[config.mk]
export PLATFORM = sky130hd
export DESIGN_NAME = layer_seq
export DESIGN_NICKNAME = d
export VERILOG_FILES = /design/src/rtl/layer_seq.sv
export SDC_FILE = /design/constraint.sdc
export NUM_CORES = 1
export LEC_CHECK = 0
export ABC_AREA = 0
export CORE_ASPECT_RATIO = 0.6
export CORE_UTILIZATION = 30
export DETAILED_ROUTE_END_ITERATION = 12
export MAX_ROUTING_LAYER = met4
export PLACE_DENSITY = 0.53
export SYNTH_ARGS = -nofsm -noshare
export SYNTH_HDL_FRONTEND = slang
export SYNTH_SLANG_ARGS = --single-unit
[constraint.sdc]
create_clock -name clk -period 7.4 [get_ports clk]
set_input_delay 0.74 -clock clk [delete_from_list [all_inputs] [get_ports clk]]
set_output_delay 0.74 -clock clk [all_outputs]
set_load 0.01 [all_outputs]
[src/rtl/layer_seq.sv]
// layer_seq: time-multiplexed fully-connected neural layer.
//
// One signed-weight x unsigned-input multiply-accumulate per clock. Each
// neuron takes LENGHT_I MAC cycles followed by one activation cycle, so a
// full vector completes LENGHT_O*(LENGHT_I+1) cycles after it is accepted.
// The activation is a hard sigmoid: (acc >>> SHIFT) + 2^(WIDTH_O-1), clamped
// to [0, 2^WIDTH_O-1].
//
// Optional feature: define LAYER_SEQ_BIAS_EN to add the per-neuron signed
// bias port b_i; the accumulator then starts each neuron at b[o] and grows
// by one bit.
//
// Ports:
//   clk        rising-edge clock
//   rst        synchronous active-high reset
//   in_valid   in / w_i (/ b_i) valid
//   in_ready   block is idle and can accept a vector
//   w_i        LENGHT_I*LENGHT_O signed weights, element o*LENGHT_I+i
//   b_i        LENGHT_O signed biases (LAYER_SEQ_BIAS_EN only)
//   in         LENGHT_I unsigned inputs, element 0 in the LSBs
//   out_valid  out holds a complete result
//   out_ready  consumer accepts out
//   out        LENGHT_O unsigned activations, element 0 in the LSBs
//   busy       high while computing (MAC or ACT)
module layer_seq #(
  parameter int LENGHT_I = 4,
  parameter int LENGHT_O = 2,
  parameter int WIDTH_W  = 9,
  parameter int WIDTH_I  = 1,
  parameter int WIDTH_O  = 10,
  parameter int SHIFT    = 0
) (
  input  logic                                  clk,
  input  logic                                  rst,
  input  logic                                  in_valid,
  output logic                                  in_ready,
  input  logic [LENGHT_I*LENGHT_O*WIDTH_W-1:0]  w_i,
`ifdef LAYER_SEQ_BIAS_EN
  input  logic [LENGHT_O*WIDTH_W-1:0]           b_i,
`endif
  input  logic [LENGHT_I*WIDTH_I-1:0]           in,
  output logic                                  out_valid,
  input  logic                                  out_ready,
  output logic [LENGHT_O*WIDTH_O-1:0]           out,
  output logic                                  busy
);

`ifdef LAYER_SEQ_BIAS_EN
  localparam int WIDTH_A = WIDTH_W + WIDTH_I + $clog2(LENGHT_I) + 2;
`else
  localparam int WIDTH_A = WIDTH_W + WIDTH_I + $clog2(LENGHT_I) + 1;
`endif
  localparam int IW = (LENGHT_I > 1) ? $clog2(LENGHT_I) : 1;
  localparam int OW = (LENGHT_O > 1) ? $clog2(LENGHT_O) : 1;
  // Activation arithmetic width: holds the accumulator and the +2^(WIDTH_O-1)
  // offset without wrapping, plus a sign bit.
  localparam int YW = ((WIDTH_A > WIDTH_O + 1) ? WIDTH_A : WIDTH_O + 1) + 1;

  localparam logic [IW-1:0] I_LAST = IW'(LENGHT_I - 1);
  localparam logic [OW-1:0] O_LAST = OW'(LENGHT_O - 1);
  localparam logic signed [YW-1:0] Y_ONE  = {{(YW-1){1'b0}}, 1'b1};
  localparam logic signed [YW-1:0] Y_ZERO = {YW{1'b0}};
  localparam logic signed [YW-1:0] Y_HALF = Y_ONE << (WIDTH_O - 1);
  localparam logic signed [YW-1:0] Y_MAX  = (Y_ONE << WIDTH_O) - Y_ONE;

  typedef enum logic [1:0] {
    IDLE = 2'd0,
    MAC  = 2'd1,
    ACT  = 2'd2,
    DONE = 2'd3
  } state_t;

  state_t                              state_r;
  logic [IW-1:0]                       i_r;
  logic [OW-1:0]                       o_r;
  logic signed [WIDTH_A-1:0]           acc_r;
  logic [LENGHT_I*WIDTH_I-1:0]         in_r;
  logic [LENGHT_I*LENGHT_O*WIDTH_W-1:0] w_r;
  logic [LENGHT_O*WIDTH_O-1:0]         out_r;
  logic                                out_valid_r;
  logic                                in_ready_r;
  logic                                busy_r;
`ifdef LAYER_SEQ_BIAS_EN
  logic [LENGHT_O*WIDTH_W-1:0]         b_r;
  logic [WIDTH_W-1:0]                  b_sel_s;
`endif

  logic [WIDTH_W-1:0]                  w_sel_s;
  logic [WIDTH_I-1:0]                  x_sel_s;
  logic signed [WIDTH_A-1:0]           w_ext_s;
  logic signed [WIDTH_A-1:0]           x_ext_s;
  logic signed [WIDTH_A-1:0]           prod_s;
  logic signed [WIDTH_A-1:0]           base_s;
  logic signed [WIDTH_A-1:0]           acc_next_s;
  logic [WIDTH_O-1:0]                  act_s;

  // Hard sigmoid: arithmetic shift (rounds toward -inf), recentre, clamp.
  function automatic logic [WIDTH_O-1:0] hard_sigmoid(input logic signed [WIDTH_A-1:0] a);
    logic signed [WIDTH_A-1:0] s;
    logic signed [YW-1:0]      y;
    s = a >>> SHIFT;
    y = {{(YW-WIDTH_A){s[WIDTH_A-1]}}, s} + Y_HALF;
    if (y < Y_ZERO) begin
      hard_sigmoid = {WIDTH_O{1'b0}};
    end else if (y > Y_MAX) begin
      hard_sigmoid = {WIDTH_O{1'b1}};
    end else begin
      hard_sigmoid = y[WIDTH_O-1:0];
    end
  endfunction

  // Operand selection and next accumulator value for the current (o, i) term.
  always_comb begin
    w_sel_s = {WIDTH_W{1'b0}};
    x_sel_s = {WIDTH_I{1'b0}};
    // AND-OR muxes keep the selects on constant indices.
    for (int ko = 0; ko < LENGHT_O; ko++) begin
      for (int ki = 0; ki < LENGHT_I; ki++) begin
        w_sel_s = w_sel_s | (((o_r == OW'(ko)) && (i_r == IW'(ki)))
                  ? w_r[(ko*LENGHT_I+ki)*WIDTH_W +: WIDTH_W] : {WIDTH_W{1'b0}});
      end
    end
    for (int ki = 0; ki < LENGHT_I; ki++) begin
      x_sel_s = x_sel_s | ((i_r == IW'(ki)) ? in_r[ki*WIDTH_I +: WIDTH_I] : {WIDTH_I{1'b0}});
    end
    w_ext_s = {{(WIDTH_A-WIDTH_W){w_sel_s[WIDTH_W-1]}}, w_sel_s};
    x_ext_s = {{(WIDTH_A-WIDTH_I){1'b0}}, x_sel_s};
    // The true product fits in WIDTH_A, so truncation loses nothing.
    prod_s = w_ext_s * x_ext_s;
`ifdef LAYER_SEQ_BIAS_EN
    b_sel_s = {WIDTH_W{1'b0}};
    for (int ko = 0; ko < LENGHT_O; ko++) begin
      b_sel_s = b_sel_s | ((o_r == OW'(ko)) ? b_r[ko*WIDTH_W +: WIDTH_W] : {WIDTH_W{1'b0}});
    end
    // First term of each neuron starts from the bias instead of the cleared acc.
    base_s = (i_r == {IW{1'b0}}) ? {{(WIDTH_A-WIDTH_W){b_sel_s[WIDTH_W-1]}}, b_sel_s} : acc_r;
`else
    base_s = acc_r;
`endif
    acc_next_s = base_s + prod_s;
    act_s      = hard_sigmoid(acc_r);
  end

  // Sequencer FSM with registered handshake, status and result outputs.
  always_ff @(posedge clk) begin
    if (rst) begin
      state_r     <= IDLE;
      i_r         <= {IW{1'b0}};
      o_r         <= {OW{1'b0}};
      acc_r       <= {WIDTH_A{1'b0}};
      out_r       <= {(LENGHT_O*WIDTH_O){1'b0}};
      out_valid_r <= 1'b0;
      in_ready_r  <= 1'b1;
      busy_r      <= 1'b0;
    end else begin
      case (state_r)
        IDLE: begin
          if (in_valid && in_ready_r) begin
            in_r       <= in;
            w_r        <= w_i;
`ifdef LAYER_SEQ_BIAS_EN
            b_r        <= b_i;
`endif
            i_r        <= {IW{1'b0}};
            o_r        <= {OW{1'b0}};
            acc_r      <= {WIDTH_A{1'b0}};
            in_ready_r <= 1'b0;
            busy_r     <= 1'b1;
            state_r    <= MAC;
          end
        end
        MAC: begin
          acc_r <= acc_next_s;
          if (i_r == I_LAST) begin
            i_r     <= {IW{1'b0}};
            state_r <= ACT;
          end else begin
            i_r <= i_r + {{(IW-1){1'b0}}, 1'b1};
          end
        end
        ACT: begin
          for (int ko = 0; ko < LENGHT_O; ko++) begin
            if (o_r == OW'(ko)) begin
              out_r[ko*WIDTH_O +: WIDTH_O] <= act_s;
            end
          end
          acc_r <= {WIDTH_A{1'b0}};
          if (o_r == O_LAST) begin
            out_valid_r <= 1'b1;
            busy_r      <= 1'b0;
            state_r     <= DONE;
          end else begin
            o_r     <= o_r + {{(OW-1){1'b0}}, 1'b1};
            i_r     <= {IW{1'b0}};
            state_r <= MAC;
          end
        end
        DONE: begin
          if (out_ready) begin
            out_valid_r <= 1'b0;
            in_ready_r  <= 1'b1;
            state_r     <= IDLE;
          end
        end
        default: begin
          out_valid_r <= 1'b0;
          in_ready_r  <= 1'b1;
          busy_r      <= 1'b0;
          state_r     <= IDLE;
        end
      endcase
    end
  end

  assign in_ready  = in_ready_r;
  assign out_valid = out_valid_r;
  assign out       = out_r;
  assign busy      = busy_r;

endmodule
; Word level (Yosys, flattened, before mapping)
; Cells that the tools add are included.
[word_totals]
regBits = 117
elab_cells = 102
out_inout_bits = 23
[classes]
n_bitwise = 12
reduce_logical = 25
multipliers = 1
n_mux = 36
eq_ne = 11
n_addsub = 4
n_lt_le_gt_ge = 2
[ops]
columns = operator, count
row1 = $mux W9, 8
row2 = $or A9 B9 Y9, 7
row3 = $pmux W13 S3, 1
row4 = $mux W10, 2
row5 = $reduce_and A3 Y1, 6
row6 = $add A13 B11 Y14 const B, 1
row7 = $gt A14 B11 Y1 const B, 1
row8 = $lt A14 B1 Y1 const B, 1
row9 = $mux W2, 7
row10 = $add A13 B11 Y13, 1
row11 = $mux W13, 1
row12 = $mul A9 B2 Y11, 1
row13 = $mux W1, 11
row14 = $ne A2 B2 Y1 const B, 5
row15 = $logic_and A1 B1 Y1, 9
row16 = $eq A2 B2 Y1 const B, 4
row17 = $pmux W1 S2, 4
row18 = $pmux W2 S4, 1
row19 = $reduce_and A2 Y1, 4
row20 = $pmux W2 S3, 1
row21 = $reduce_bool A2 Y1, 3
row22 = $eq A2 B1 Y1 const B, 2
row23 = $logic_not A2 Y1, 2
row24 = $or A1 B1 Y1, 3
row25 = other kinds (4), 5

; Logic depth before layout (Yosys ltp)
; Gate-level depths: netlist (run 1).
[logic_depth]
ltp_word = 13
depth_mapped = 18
mapped_depth_nobuf = 16

; Least setup slack after synthesis (run 1)
; Ideal clock, no wire load.
[synth_path]
path_type = in2reg
startpoint = in rst
endpoint = reg in_r[0] (enable)
n_path_buf = 2
t_arrival_ns = 6.313
setup_ns = 0.603
stages = 3
required_time_ns = 6.797
setup_slack_ns = 0.483
cell_sequence = clkbuf_1 -> clkbuf_1 -> nor3_1
[synth_via]
elab_chain_cells = 2
[synth_rtl]
columns = item, line_no
row1 = from (decl), 34  ; input logic rst,
row2 = $not A1 Y1 (no line), -
row3 = $reduce_and A3 Y1 (no line), -
row4 = to (signal assigned), 159  ; in_r <= in;
row5 = to (decl), 77  ; logic [LENGHT_I*WIDTH_I-1:0] in_r;
; No other way between the ends.
; A chain may end at the register's enable or synchronous reset.

; Final worst setup path (run 1)
[layout_path]
startpoint = reg i_r[0]
endpoint = reg acc_r[12]
[layout_via]
elab_chain_cells = 13
elab_cells_between_ends = 37
cone_classes = add/sub: 1 / mul: 1 / eq/ne: 3 / mux: 13 / bitwise: 10 / reduce/logical: 9
[layout_rtl]
columns = item, line_no
row1 = from (decl), 74  ; logic [IW-1:0] i_r;
row2 = from (signal assigned), 148  ; i_r <= {IW{1'b0}};
row3 = from (signal assigned), 164  ; i_r <= {IW{1'b0}};
row4 = from (signal assigned), 175  ; i_r <= {IW{1'b0}};
row5 = $eq A2 B1 Y1 / $logic_not A2 Y1 (equally long branches), "119, 124"
row6 = $logic_and A1 B1 Y1, 119  ; w_sel_s = w_sel_s | (((o_r == OW'(ko)) && (i_r == IW'(ki)))
row7 = $mux W9, 120  ; ? w_r[(ko*LENGHT_I+ki)*WIDTH_W +: WIDTH_W] : {WIDTH_W{1'b0}});
row8 = $or A9 B9 Y9 (7 in a row), 119
row9 = $mul A9 B2 Y11 *, 129  ; prod_s = w_ext_s * x_ext_s;
row10 = $add A13 B11 Y13 *, 140  ; acc_next_s = base_s + prod_s;
row11 = $pmux W13 S3 *, 156  ; case (state_r)
row12 = to (signal assigned), 150  ; acc_r <= {WIDTH_A{1'b0}};
row13 = to (signal assigned), 166  ; acc_r <= {WIDTH_A{1'b0}};
row14 = to (signal assigned), 173  ; acc_r <= acc_next_s;
row15 = to (decl), 76  ; logic signed [WIDTH_A-1:0] acc_r;
; Mark *: on every way between the ends. The rest lies on a longest branch, timed or not.

==> qor.yml, run 1 <==
run:
  max_cap_viol_count: 0
worst_setup_path:
  cp-end-kind: "flip-flop"
  cp.required_ns: 7.74
  worst-setup-path-type: "flip-flop to flip-flop"
  crit_path_max_fanout: 19
  path_cells: "inv_1 -> ha_1 -> a22o_1 -> a221oi_4 -> a311oi_1 -> ha_1 -> ha_1 -> a211oi_1 -> o21bai_1 -> o41ai_1 -> a311oi_1 -> xnor2_1 -> or3_1 -> a31oi_1"
  crit_top_cell: "ha_1"
  cp.arrival_ns: 4.66
  cpPeakStageDelay_ns: 0.47
  cp-start-kind: "flip-flop"
  cp_slowest_cell: "ha_1"
placement:
  io_buffers: 102
  pre_cts_ws_ns: 3.16
  dpl.hpwl_um: 9040
  placed_area_sq_mm: 0.00631
  gp_congestion: 0.834
pwr:
  powerDensity_mw_per_mm2: 255
  combPwrFrac_pct: 10.9
  p_total_mw: 1.76
  p_leak_nw: 2.51
  p_seq_share_pct: 42.3
  pwr-share-clk_pct: 46.8
  switchingPower_mw: 0.435
  irDropWorstVdd_mv: 0.152
  swShare_pct: 24.8
  intPower_mw: 1.32
drt:
  num_vias: 3705
  drc: 0
  drtIter0Drc: 245
  ant_nets: 0
  dr.pass1.iters: 4
  via_per_inst: 4.84
  wl_um: 12500
  wire_per_inst_um: 16.4
clocking:
  numCtsBuffers: 17
  cts_tree: "built"
  clk-insertion-delay-late_ns: 0.42
  clockRootBuffer: "clkbuf_16"
  clock_tree.buffer_depth: 2
  hold_buffers: 0
  cts.clk_slew.worst_paths_ns: 0.06
  cts-resized-gates: 0
  cts_sinks: 117
  cts_setup_buffers: 0
  cts_max_level: 4
yosys:
  syn_avg_cell_area_sq_um: 12.0
  netlist_top_cells_area: "edfxtp_1 45%, dfxtp_1 16%, ha_1 6.9%, nor2_1 4.3%, a21oi_1 3.6%"
  yosys_warnings: 0
  yosysMostFrequentCell: "edfxtp_1"
  synth-edff-count: 76
  ys_seq_elements: 117
  yosys-top-cells-count: "76 x edfxtp_1, 58 x nor2_1, 41 x dfxtp_1"
  synth_nets: 533
  synthFlopType: "edfxtp_1"
  ys_types: 44
  async_flop_share_pct: 0
  yosysTopAreaCellShare_pct: 44.9
  syn_inst: 424
  synth_area_sq_mm: 0.00508
  synth_seq_area_share_pct: 61.1
  synth_largest_area_cell: "edfxtp_1"
timing:
  setup_ws_ns: 3.07
  period_share_pct: 58.5
  timing.fmax_mhz: 231
  finalHoldViolCount: 0
  rsz0062_at_grt: "no"
  setup_viol: 0
  slew_viol_final: 0
  fin_hold_ws_ns: 0.483
  min_period_ns: 4.33
  setup_tns_ns: 0
  relSlewSlack_pct: 41.2
  worst_pin_slew_ns: 0.882
  skew_ns: 0.0128
global_route:
  globalRoute.totalOverflow: 0
  grt_pass1_wl_um: 19400
  grt_pass1_vias: 3603
  antenna_found_initial: 0
  grt_start_max_net_pins: 71
  grtUsageTotal_pct: 15.3
floorplanning:
  core.rowCount: 36
  die_area_sq_mm: 0.0175
  die_w_um: 170
  die_h_um: 103
  top_level_ports: 103
  core-area_sq_mm: 0.0164
  start_util_pct: 31.0
cells_and_area:
  finalNetCount: 634
  design_area_sq_mm: 0.00690
  drive_gt1_share_pct: 7.62
  diodes: 0
  syn_to_final_growth_pct: 36.0
hold_path:
  hold_class: "flip-flop to flip-flop"
outcome:
  status: "complete, no violations"
==> power by group through the flow <==
stage / combinational (mW) / sequential, mW / clock, mW
3_5_place_dp: 0.191 / 0.758 / 0
3_3_place_gp: 0.188 / 0.759 / 0
6_report: 0.191 / 0.744 / 0.823
4_1_cts: 0.192 / 0.745 / 0.839
2_1_floorplan: 0.113 / 0.754 / 0
5_1_grt: 0.210 / 0.747 / 0.867
==> logic make-up after synthesis <==
logic type / Yosys count / share of synthesized area (%)
muxes: 4 / 0.813
DFF: 117 / 61.1
and+or+nand+nor: 107 / 9.22
adders and majority gates: 29 / 7.29
AOI/OAI and AO/OA: 128 / 17.7
buffers and inverters: 33 / 2.81
xor gates and xnor gates: 6 / 1.03
==> stage by stage <==
step,instances,utilization [%]
floorplan,424,-
global placement,734,38.5
detailed placement,734,38.5
CTS,766,42.1
global route,766,42.1
finish,766,42.1
==> area by class of cell <==
type / count / area (sq um)
Fill cell: 1572 / 9490
Sequential cell: 117 / 3100
Multi-Input combinational cell: 274 / 1840
Timing Repair Buffer: 106 / 1050
Clock buffer: 17 / 425
Tap cell: 228 / 285
Clock inverter: 15 / 168
Inverter: 9 / 33.8
==> critical path, delay by kind of cell (launching register included) <==
kind                       cells  cell delay [ns]
AOI/OAI and AO/OA              8             2.11
xor gates and xnor gates       1             0.18
adders and majority gates      3             1.14
buffers and inverters          1             0.09
DFF                            1             0.40
and+or+nand+nor                1             0.32
==> path summary, 6_finish.rpt <==
check | end | depth (start not counted) | slack [ns] | startpoint
max | acc_r[12]$_SDFFE_PP0P_ | 14 | 3.07 | i_r[0]$_SDFFE_PP0P_
min reg2reg | out[5]$_SDFFE_PP0P_ | 2 | 0.48 | out[5]$_SDFFE_PP0P_
max reg2reg | acc_r[12]$_SDFFE_PP0P_ | 14 | 3.07 | i_r[0]$_SDFFE_PP0P_
min | out[5]$_SDFFE_PP0P_ | 2 | 0.48 | out[5]$_SDFFE_PP0P_
==> per-layer routing <==
| layer | part of all wire [%] | global-route usage, % |
|---|---|---|
| met1 | 52 | 21.9 |
| met2 | 42 | 20.9 |
| met3 | 5.2 | 3.49 |
| met4 | 0.93 | 5.20 |
| met5 | 0 | - |
==> state kept, by name, indices dropped and copies added, names as in the netlist, 2 cells and up <==
signal and flops:
w_r 72, in_r 4, i_r 2, acc_r 13, state_r 2, out 20
==> placed cells by master, fill, tap and decap left out, types with 3 or more instances in the layout <==
| cell type | instances |
|---|---|
| clkdlybuf4s50_1 | 102 |
| edfxtp_1 | 76 |
| nor2_1 | 58 |
| dfxtp_1 | 41 |
| a21oi_1 | 37 |
| ha_1 | 28 |
| a22oi_1 | 21 |
| clkbuf_16 | 17 |
| a22o_1 | 15 |
| o21ai_0 | 15 |
| nand2_1 | 14 |
| nor3_1 | 12 |
| inv_1 | 9 |
| a311oi_1 | 8 |
| a211oi_1 | 7 |
| nand3_1 | 6 |
| inv_6 | 6 |
| nand2b_1 | 5 |
| xnor2_1 | 4 |
| o21a_1 | 4 |
| buf_4 | 4 |
| nor2b_1 | 3 |
| a21o_1 | 3 |
| o21bai_1 | 3 |
| mux2i_1 | 3 |
| clkinv_4 | 3 |
Power figures use the tool's default switching activity.
==> inputs of run 2 (changes only) <==
- clock period: 7.4 -> 3.7 ns (I/O delays scaled with it)
==> qor.yml, run 2 (synthesis results as in run 1) <==
timing:
  setup_tns_ns: 0
  fin_hold_ws_ns: 0.486
  timing.fmax_mhz: 279
  slew_viol_final: 0
  setup_viol: 0
  relSlewSlack_pct: 36.1
  period_share_pct: 97.0
  skew_ns: 0.0121
  setup_ws_ns: 0.110
  worst_pin_slew_ns: 0.957
  finalHoldViolCount: 0
  min_period_ns: 3.59
global_route:
  grt_most_used_layer: "met2"
  antenna_found_initial: 0
  grt_start_max_net_pins: 42
  gr-usage-met3_pct: 4.72
  grt_pass1_wl_um: 19800
  grtUsageTotal_pct: 15.9
  use_met1_pct: 21.5
  globalRoute.totalOverflow: 0
  grt_pass1_vias: 3782
  grt_use_met2_pct: 22.7
pwr:
  switchingPower_mw: 0.876
  swShare_pct: 24.6
  p_seq_share_pct: 41.7
  pwr-share-clk_pct: 45.4
  powerDensity_mw_per_mm2: 486
  intPower_mw: 2.68
  p_leak_nw: 2.66
  combPwrFrac_pct: 12.9
  irDropWorstVdd_mv: 0.285
cells_and_area:
  top_register: "w_r"
  drive_gt1_share_pct: 16.4
  layout_commonest_cell: "clkdlybuf4s50_1"
  syn_to_final_growth_pct: 44.2
  final_util_pct: 44.7
  fillers: 1516
  finalNetCount: 658
  stdcell_count: 790
  diodes: 0
  largest_register_ffs: 72
  most-common-layout-cells: "102 x clkdlybuf4s50_1, 76 x edfxtp_1, 58 x nor2_1"
worst_setup_path:
  worst-setup-path-type: "flip-flop to flip-flop"
  cp-end-kind: "flip-flop"
  crit_path_max_fanout: 6
  cp-start-kind: "flip-flop"
  crit_top_cell: "buf_4"
  cp.required_ns: 4.03
  cpPeakStageDelay_ns: 0.34
  cp.arrival_ns: 3.92
  path_cells: "buf_4 -> ha_2 -> a22o_1 -> a221oi_4 -> buf_6 -> buf_4 -> nor2_1 -> ha_1 -> ha_4 -> buf_4 -> o21ai_4 -> o21bai_4 -> o41ai_4 -> buf_4 -> a311oi_2 -> xnor2_1 -> or3_1 -> a31oi_1"
  cp_slowest_cell: "ha_1"
clocking:
  cts_max_level: 4
  cts_sinks: 117
  numCtsBuffers: 17
  hold_buffers: 0
  clk-insertion-delay-late_ns: 0.41
  cts.clk_slew.worst_paths_ns: 0.06
  clock_tree.buffer_depth: 2
  clockRootBuffer: "clkbuf_16"
  cts_tree: "built"
placement:
  gp_congestion: 0.873
  dpl.hpwl_um: 9220
  dp.cells: 752
  pre_cts_ws_ns: -0.142
  io_buffers: 102
drt:
  via_per_inst: 4.84
  wire_per_inst_um: 16.5
  ant_nets: 0
  drtIter0Drc: 211
  dr.pass1.iters: 4
  num_vias: 3822
  wl_um: 13000
  drc: 0
floorplanning:
  die_h_um: 103
  die_area_sq_mm: 0.0175
  core.rowCount: 36
  start_util_pct: 31.0
  die_w_um: 170
  top_level_ports: 103
  core-area_sq_mm: 0.0164
run:
  max_cap_viol_count: 0
outcome:
  status: "complete, no violations"
hold_path:
  hold_class: "flip-flop to flip-flop"
-- run 2: changes by cell type in the layout (fill, tap and decap cells not counted), sizes merged --
cell,delta
buf,+24
clkbuf,+1
clkinv,+2
inv,-3
-- run 2: path summary, 6_finish.rpt --
kind	cells past startpoint	slack (ns)	start	end
max	18	0.11	i_r[0]$_SDFFE_PP0P_	acc_r[12]$_SDFFE_PP0P_
min	2	0.49	out[12]$_SDFFE_PP0P_	out[12]$_SDFFE_PP0P_
max reg2reg	18	0.11	i_r[0]$_SDFFE_PP0P_	acc_r[12]$_SDFFE_PP0P_
min reg2reg	2	0.49	out[12]$_SDFFE_PP0P_	out[12]$_SDFFE_PP0P_
-- run 2: per-stage QoR --
stage / area [sq um] / power (mW)
floorplan: 5090 / 1.73
global placement: 6490 / 1.91
detailed placement: 6490 / 1.92
CTS: 7120 / 3.55
global route: 7320 / 3.70
finish: 7320 / 3.56
-- run 2: layout make-up --
class / count / area (sq um) / share of cell area [%]
Sequential cell: 117 / 3110 / 42.4
Multi-Input combinational cell: 274 / 2030 / 27.8
Timing Repair Buffer: 130 / 1280 / 17.5
Clock buffer: 18 / 429 / 5.86
Tap cell: 228 / 285 / 3.90
Clock inverter: 14 / 151 / 2.07
Inverter: 9 / 33.8 / 0.461
-- run 2: power groups by stage --
stage | combinational, mW | sequential (mW) | clock, mW
finish | 0.459 | 1.49 | 1.61
global route | 0.507 | 1.49 | 1.70
detailed placement | 0.408 | 1.51 | 0
global placement | 0.400 | 1.51 | 0
CTS | 0.420 | 1.48 | 1.65
floorplan | 0.228 | 1.50 | 0
-- run 2: worst max-delay path: cells and delay by family (launching register included) --
family | cells | cell delay, ns
XOR/XNOR | 1 | 0.16
buffers and inverters | 5 | 0.74
flip-flops | 1 | 0.31
AO/OA/AOI/OAI | 7 | 1.19
adder cells (fa/ha/maj) | 3 | 0.73
AND/OR/NAND/NOR | 2 | 0.36
-- run 2: what timing repair did --
action,CTS,global route
resized for setup,7,32
setup endpoints to repair,1,4
setup buffers,2,4
pin swaps,2,15
-- run 2: layer usage --
| metal | routed length [um] | part of all wire [%] | vias to the layer above |
|---|---|---|---|
| met1 | 6550 | 50 | 1865 |
| met4 | 73 | 0.56 | 0 |
| met3 | 566 | 4.3 | 9 |
| li1 | - | - | 1853 |
| met2 | 5850 | 45 | 95 |
| met5 | 0 | 0 | - |
